File: src/rtl/wide_add_sequencer_pkg.sv
`timescale 1ns/1ps
`default_nettype none
// ============================================================================
// Module      : wide_add_sequencer_pkg
// Description : Shared state encoding and chunk width for the wide adder
//               sequencer.
// Revision    : 1.0 - initial release
// ============================================================================
package wide_add_sequencer_pkg;

    // Width of one slice handled by the shared external adder
    localparam int CHUNK = 8;

    // Sequencer states
    typedef enum logic [1:0] {
        ST_IDLE = 2'd0,
        ST_RUN  = 2'd1,
        ST_DONE = 2'd2
    } state_t;

endpackage : wide_add_sequencer_pkg
`default_nettype wire

File: src/rtl/wide_add_sequencer.sv
`timescale 1ns/1ps
`default_nettype none
// ============================================================================
// Module      : wide_add_sequencer
// Description : Performs a WORDS x 8-bit add/subtract by time-multiplexing one
//               slow external 8-bit adder, LSB chunk first. Operands are held
//               for SETTLE+1 cycles before each chunk result is sampled.
// Revision    : 1.0 - initial release
// ============================================================================
module wide_add_sequencer
    import wide_add_sequencer_pkg::*;
#(
    parameter int WORDS  = 4,
    parameter int SETTLE = 15
) (
    input  logic                     clk,
    input  logic                     rst,
    input  logic                     start,
    input  logic                     sub,
    input  logic [CHUNK*WORDS-1:0]   a,
    input  logic [CHUNK*WORDS-1:0]   b,
    input  logic                     cin,
    output logic                     ready,
    output logic                     busy,
    output logic                     done,
    output logic [CHUNK*WORDS-1:0]   sum,
    output logic                     cout,
    output logic [CHUNK-1:0]         add_a,
    output logic [CHUNK-1:0]         add_b,
    output logic                     add_cin,
    input  logic [CHUNK-1:0]         add_s,
    input  logic                     add_co
);

    localparam int IDXW = (WORDS > 1)  ? $clog2(WORDS)      : 1;
    localparam int CNTW = (SETTLE > 0) ? $clog2(SETTLE + 1) : 1;
    localparam logic [IDXW-1:0] c_LAST_IDX = IDXW'(WORDS - 1);
    localparam logic [CNTW-1:0] c_SETTLE   = CNTW'(SETTLE);

    state_t                   r_state;
    state_t                   w_state_next;
    logic                     w_accept;
    logic                     w_capture;
    logic                     w_last;
    logic [IDXW-1:0]          w_next_idx;
    logic [CHUNK*WORDS-1:0]   w_b_in;

    logic [CHUNK*WORDS-1:0]   r_a;
    logic [CHUNK*WORDS-1:0]   r_b;
    logic                     r_carry;
    logic [IDXW-1:0]          r_idx;
    logic [CNTW-1:0]          r_cnt;

    // Subtraction is a + ~b + 1, so B is stored pre-inverted
    assign w_b_in     = sub ? ~b : b;
    assign w_capture  = (r_state == ST_RUN) && (r_cnt == c_SETTLE);
    assign w_last     = (r_idx == c_LAST_IDX);
    assign w_next_idx = r_idx + IDXW'(1);

    // The inter-chunk carry register is what drives the adder carry-in
    assign add_cin    = r_carry;

    // State register
    always_ff @(posedge clk or posedge rst) begin
        if (rst) begin
            r_state <= ST_IDLE;
        end else begin
            r_state <= w_state_next;
        end
    end

    // Next-state and status decode
    always_comb begin
        w_state_next = r_state;
        w_accept     = 1'b0;
        ready        = 1'b0;
        busy         = 1'b0;
        done         = 1'b0;
        case (r_state)
            ST_IDLE: begin
                ready = 1'b1;
                if (start) begin
                    w_accept     = 1'b1;
                    w_state_next = ST_RUN;
                end
            end
            ST_RUN: begin
                busy = 1'b1;
                if (w_capture && w_last) begin
                    w_state_next = ST_DONE;
                end
            end
            ST_DONE: begin
                busy         = 1'b1;
                done         = 1'b1;
                w_state_next = ST_IDLE;
            end
            default: begin
                w_state_next = ST_IDLE;
            end
        endcase
    end

    // Operand latch, settle counter, chunk sequencing and result assembly
    always_ff @(posedge clk or posedge rst) begin
        if (rst) begin
            r_a     <= '0;
            r_b     <= '0;
            r_carry <= 1'b0;
            r_idx   <= '0;
            r_cnt   <= '0;
            sum     <= '0;
            cout    <= 1'b0;
            add_a   <= '0;
            add_b   <= '0;
        end else if (w_accept) begin
            r_a     <= a;
            r_b     <= w_b_in;
            r_carry <= sub ? 1'b1 : cin;
            r_idx   <= '0;
            r_cnt   <= '0;
            sum     <= '0;
            add_a   <= a[CHUNK-1:0];
            add_b   <= w_b_in[CHUNK-1:0];
        end else if (r_state == ST_RUN) begin
            if (!w_capture) begin
                r_cnt <= r_cnt + CNTW'(1);
            end else begin
                sum[CHUNK*r_idx +: CHUNK] <= add_s;
                r_carry                   <= add_co;
                r_cnt                     <= '0;
                if (!w_last) begin
                    r_idx <= w_next_idx;
                    add_a <= r_a[CHUNK*w_next_idx +: CHUNK];
                    add_b <= r_b[CHUNK*w_next_idx +: CHUNK];
                end else begin
                    cout  <= add_co;
                end
            end
        end
    end

endmodule : wide_add_sequencer
`default_nettype wire

File: config.mk
export PLATFORM = sky130hd
export DESIGN_NAME = wide_add_sequencer
export DESIGN_NICKNAME = d
export VERILOG_FILES = /design/src/rtl/wide_add_sequencer_pkg.sv /design/src/rtl/wide_add_sequencer.sv
export SDC_FILE = /design/constraint.sdc
export NUM_CORES = 1
export LEC_CHECK = 0
export ABC_CLOCK_PERIOD_IN_PS = 5000
export BUFFER_PORTS_ARGS = -buffer_cell sky130_fd_sc_hd__buf_2
export CORE_ASPECT_RATIO = 0.6
export CORE_UTILIZATION = 54
export DETAILED_ROUTE_END_ITERATION = 10
export PLACE_DENSITY = 0.8
export SLEW_MARGIN = 40
export SYNTH_ARGS = -nofsm -noshare
export SYNTH_HDL_FRONTEND = slang
export SYNTH_SLANG_ARGS = --single-unit
File: constraint.sdc
create_clock -name clk -period 5 [get_ports clk]
set_clock_uncertainty 0.05 [all_clocks]
set_input_delay 0.75 -clock clk [delete_from_list [all_inputs] [get_ports clk]]
set_output_delay 0.75 -clock clk [all_outputs]
set_load 0.03 [all_outputs]
# == Word level (Yosys, flattened, before mapping) ==
# Index checks and enable logic that the tools add are counted.
# classes
n_mux,32
bitwise_logic,2
n_shift,4
eq_ne,7
n_addsub,3
reduce_logical,10
# op_table
cell,n
two-way mux 32 bit,4
two-way mux 8 bit,8
indexed part select 32 x 6 -> 8 bit,2
negator 5 -> 34 bit,1
variable shift 8 x 34 -> 32 bit (first input constant),1
indexed part select 8 x 34 -> 32 bit,1
bitwise mux 32 bit,1
inverter 32 bit,1
two-way mux 2 bit,6
two-way mux 4 bit,3
two-way mux 1 bit,9
inequality test 2 bit (second input constant),3
adder 4 x 1 -> 4 bit (second input constant),1
equality test 2 bit (second input constant),2
equality test 4 bit (second input constant),1
case mux 2 bit (2 select lines),1
AND reduction 2 bit,2
AND reduction 4 bit,1
nonzero test 2 bit,2
AND reduction 3 bit,1
adder 2 x 1 -> 2 bit (second input constant),1
equality test 2 x 1 -> 1 bit (second input constant),1
logical AND 1 bit,2
zero test 2 bit,1
2 further kinds,2
# totals
word_cells,68
inputBits,78
regBits,122

# == Logic depth before layout (Yosys ltp) ==
# depth
ltp_word,6
depth_mapped,9
ltp_nobuf,5

# == Least setup slack after synthesis ==
# Ideal clock, no wire load.
# synth_path
kind,register to register
startpoint,reg r_idx[0]
endpoint,reg add_a[1]
stages_incl_launch_ff,8
path_slack_ps,2856
setup_time_ps,141
path_buffers,2
arrival_ps,1953
required_time_ps,4809
path_cell_list,dfrtp_1 buf_2 inv_1 ha_1 buf_6 mux4_2 nand3_1 a31oi_1
# synth_via
elab_chain_len,6
word_cells_on_any_way,9
cone_classes,1 x add/sub; 2 x eq/ne; 1 x shift; 4 x mux; 1 x reduce/logical
# synth_lines
item,line,rtl
from (decl),wide_add_sequencer.sv:51,logic [IDXW-1:0] r_idx;
from (signal assigned),wide_add_sequencer.sv:133,r_idx <= w_next_idx;
adder 2 x 1 -> 2 bit,wide_add_sequencer.sv:58,assign w_next_idx = r_idx + IDXW'(1);
indexed part select 32 x 6 -> 8 bit,wide_add_sequencer.sv:134,add_a <= r_a[CHUNK*w_next_idx +: CHUNK];
two-way mux 8 bit,wide_add_sequencer.sv:132,if (!w_last) begin
two-way mux 8 bit,wide_add_sequencer.sv:126,if (!w_capture) begin
two-way mux 8 bit,wide_add_sequencer.sv:125,end else if (r_state == ST_RUN) begin
two-way mux 8 bit,wide_add_sequencer.sv:116,end else if (w_accept) begin
to (signal assigned),wide_add_sequencer.sv:123,add_a <= a[CHUNK-1:0];
to (signal assigned),wide_add_sequencer.sv:134,
to (decl),wide_add_sequencer.sv:28,"output logic [CHUNK-1:0] add_a,"
# Parallel ways exist; a longest one is shown, timed or not. The select of a mux whose other input is x is not followed.
# A chain may end at the register's enable or synchronous reset.

# == Final worst setup path ==
# layout_path
startpoint,reg r_idx[1]
endpoint,reg add_a[0]
# The elaborated chain is that of the path after synthesis.

==> results_dict.tcl <==
set metrics [dict create \
    outcome "complete, no violations" \
    synth_flop_cell "dfrtp_1" \
    p_per_area_mw_per_mm2 556 \
    finalCritPeriodShare_pct 50.2 \
    maxSlewViolCount 0 \
    cts_buffers 17 \
    cts_setup_buffers 0 \
    wire_per_inst_um 17.4 \
    start_kind "flip-flop" \
    r2r_start "r_idx[1]" \
    cts_resized 0 \
    power.total_mw 3.95 \
    maxCapViolCount 0 \
    fin_setup_tns_ns 0 \
    nets 773 \
    ys_seq_area_share_pct 52.1 \
    antenna_cells 0 \
    r2r_end "add_a[0]" \
    mappedNetlistArea_mm2 0.00586 \
    rsz0062_at_grt "no" \
    clkTransAtPathRegs_ns 0.05 \
    synthArstFlopShare_pct 100 \
    cts_root_buf "clkbuf_16" \
    synthesis.instances 576 \
    critical_path_class "reg2reg" \
    arrival_ns 2.72 \
    first_global_vias 4387 \
    worstPathRequired_ns 5.21 \
    grt.total_usage_pct 27.1 \
    initial_core_util_pct 55.5 \
    drc 0 \
    syn2layout_area_growth_pct 21.2 \
    rr_worst_depth 6 \
    clock_sinks 122 \
    antenna_found_initial 0 \
    vias 4736 \
    max_freq_mhz 399 \
    clkLatencyLatePin_ns 0.41 \
    p_leak_nw 3.39 \
    synth_top_area_share_pct 52.1 \
    yosys_warnings 0 \
    synth_top_family_by_area "simple AND/OR/NAND/NOR gates" \
    synthAdderAreaFrac_pct 2.13 \
    endpoint_kind "flip-flop" \
    ir_drop_mv 0.330 \
    drtAntennaViolNets 0 \
    die_x_um 137 \
    nFillCells 806 \
    dp_hpwl_mm 9.66 \
    syn-num-nets 664 \
    synth_edf_count 0 \
    place_congestion 0.813 \
    setup_viol 0 \
    die_h_um 82.7 \
    grt_pass1_wl_mm 22.8 \
    core_mm2 0.0106 \
    synth_mux_area_share_pct 7.34 \
    cts_buffer_depth 2 \
    grt_max_degree 91 \
    syn_area_per_cell_um2 10.2 \
    worst_slew_pin_slew_ns 0.737 \
    cts_tree "built" \
    fp-row-count 29 \
    die-area_mm2 0.0113 \
    mostFrequentLayoutCells "nand2_1, buf_2, dfrtp_1" \
    htree_levels 4 \
    rrSetupSlack_ns 2.49 \
    synth_area_leaders "dfrtp_1, nand2_1, mux4_2, o21ai_0, xnor2_1" \
    worstPathMaxFanout 11 \
    io_pins 131 \
    relSlewSlack_pct 50.9 \
    min_period_ns 2.51 \
    synth_top_area_cell "dfrtp_1" \
    routed_via_density 5.67 \
    drive_above_1_share_pct 29.0 \
    synth_compound_area_share_pct 11.4 \
    ys_seq_elements 122 \
    grt_overflow 0 \
    port_buffers 130 \
    drtIter0Drc 368 \
    hp-class "in2async" \
    final_common_cell "nand2_1" \
    hold_buffers 0 \
    synthSimpleGateAreaFrac_pct 17.3 \
    firstDrtPassIters 5 \
    hold_viol 0 \
    drt_wl_total_mm 14.5 \
    ys_types 41 \
    synthXorXnorAreaFrac_pct 4.93 \
]
[layer usage]
layer  GRT usage (%)  part of all wire [%]  wire length [um]
met1            39.6                    46              6740
met2            39.7                    45              6600
met3            5.13                   6.8               993
met4            11.2                   1.4               204
met5               0                     0                 0
[state kept, by name, summed over array words and instances, names as in the netlist]
| name | cells |
|---|---|
| r_a | 32 |
| r_b | 32 |
| sum | 32 |
| add_a | 8 |
| add_b | 8 |
| r_cnt | 4 |
| r_idx | 2 |
| r_state | 2 |
| add_cin | 1 |
| cout | 1 |
[worst max path at each step]
stage / startpoint / to / slack, ns
floorplan: rst / add_a[0] / 0.96
global placement: r_idx[0] / r_state[1] / 2.27
detailed placement: r_idx[0] / r_state[1] / 2.14
CTS: r_idx[0] / r_state[1] / 2.15
global route: r_idx[0] / r_state[1] / 2.29
finish: r_idx[1] / add_a[0] / 2.49
[cells in the mapped netlist (3+ instances only)]
cell type  count
nand2_1      142
dfrtp_1      122
o21ai_0       43
nand3_1       36
nor2_1        34
xnor2_1       24
clkbuf_1      18
a31oi_1       17
buf_2         16
mux4_2        16
o22ai_1       16
ha_1          10
xor2_1         9
a21oi_1        8
a31o_2         6
inv_1          6
o211a_1        6
a22o_1         5
buf_6          5
buf_4          4
mux2_2         4
and2_1         3
nor4b_1        3
[where the power goes]
group | switching (mW) | internal [mW] | leakage, nW | total (mW)
Sequential | 0.222 | 1.34 | 1.52 | 1.56
Combinational | 0.696 | 0.415 | 1.57 | 1.11
Clock | 0.438 | 0.839 | 0.297 | 1.28
[logic make-up (layout without fill, tap and decap cells)]
group           Yosys count  count (layout)
simple gates            231             231
flops                   122             122
compound gates          106             106
buf+inv                  52             173
xor+xnor                 33              33
mux                      22              22
fa+ha+maj                10              10
[layout make-up]
class / count / area, um2 / share of cell area (%)
clock buffers: 18 / 439 / 6.18
clock inverters: 13 / 176 / 2.48
inverters: 7 / 33.8 / 0.475
multi-input cells: 402 / 2540 / 35.7
flip-flops and latches: 122 / 3050 / 43.0
well taps: 139 / 174 / 2.45
repair buffers: 135 / 691 / 9.72
[per-stage QoR]
step           std cells  setup slack [ns]  utilization (%)  hold WS (ns)  area (um2)
2_1_floorplan        576             0.957                -         0.390        5860
3_3_place_gp         805              2.27             61.4         0.403        6480
3_5_place_dp         805              2.14             61.4         0.407        6480
4_1_cts              836              2.15             67.2         0.420        7100
5_1_grt              836              2.29             67.3         0.450        7110
6_report             836              2.49             67.3         0.394        7110
[worst max-delay path: stages, from the launching register on]
cell	delay (ns)
dfrtp_1	0.40
inv_1	0.10
ha_1	0.67
buf_4	0.36
mux4_2	0.53
nand3_1	0.11
a31oi_1	0.12
No activity file was read; power rests on OpenSTA's default activity.
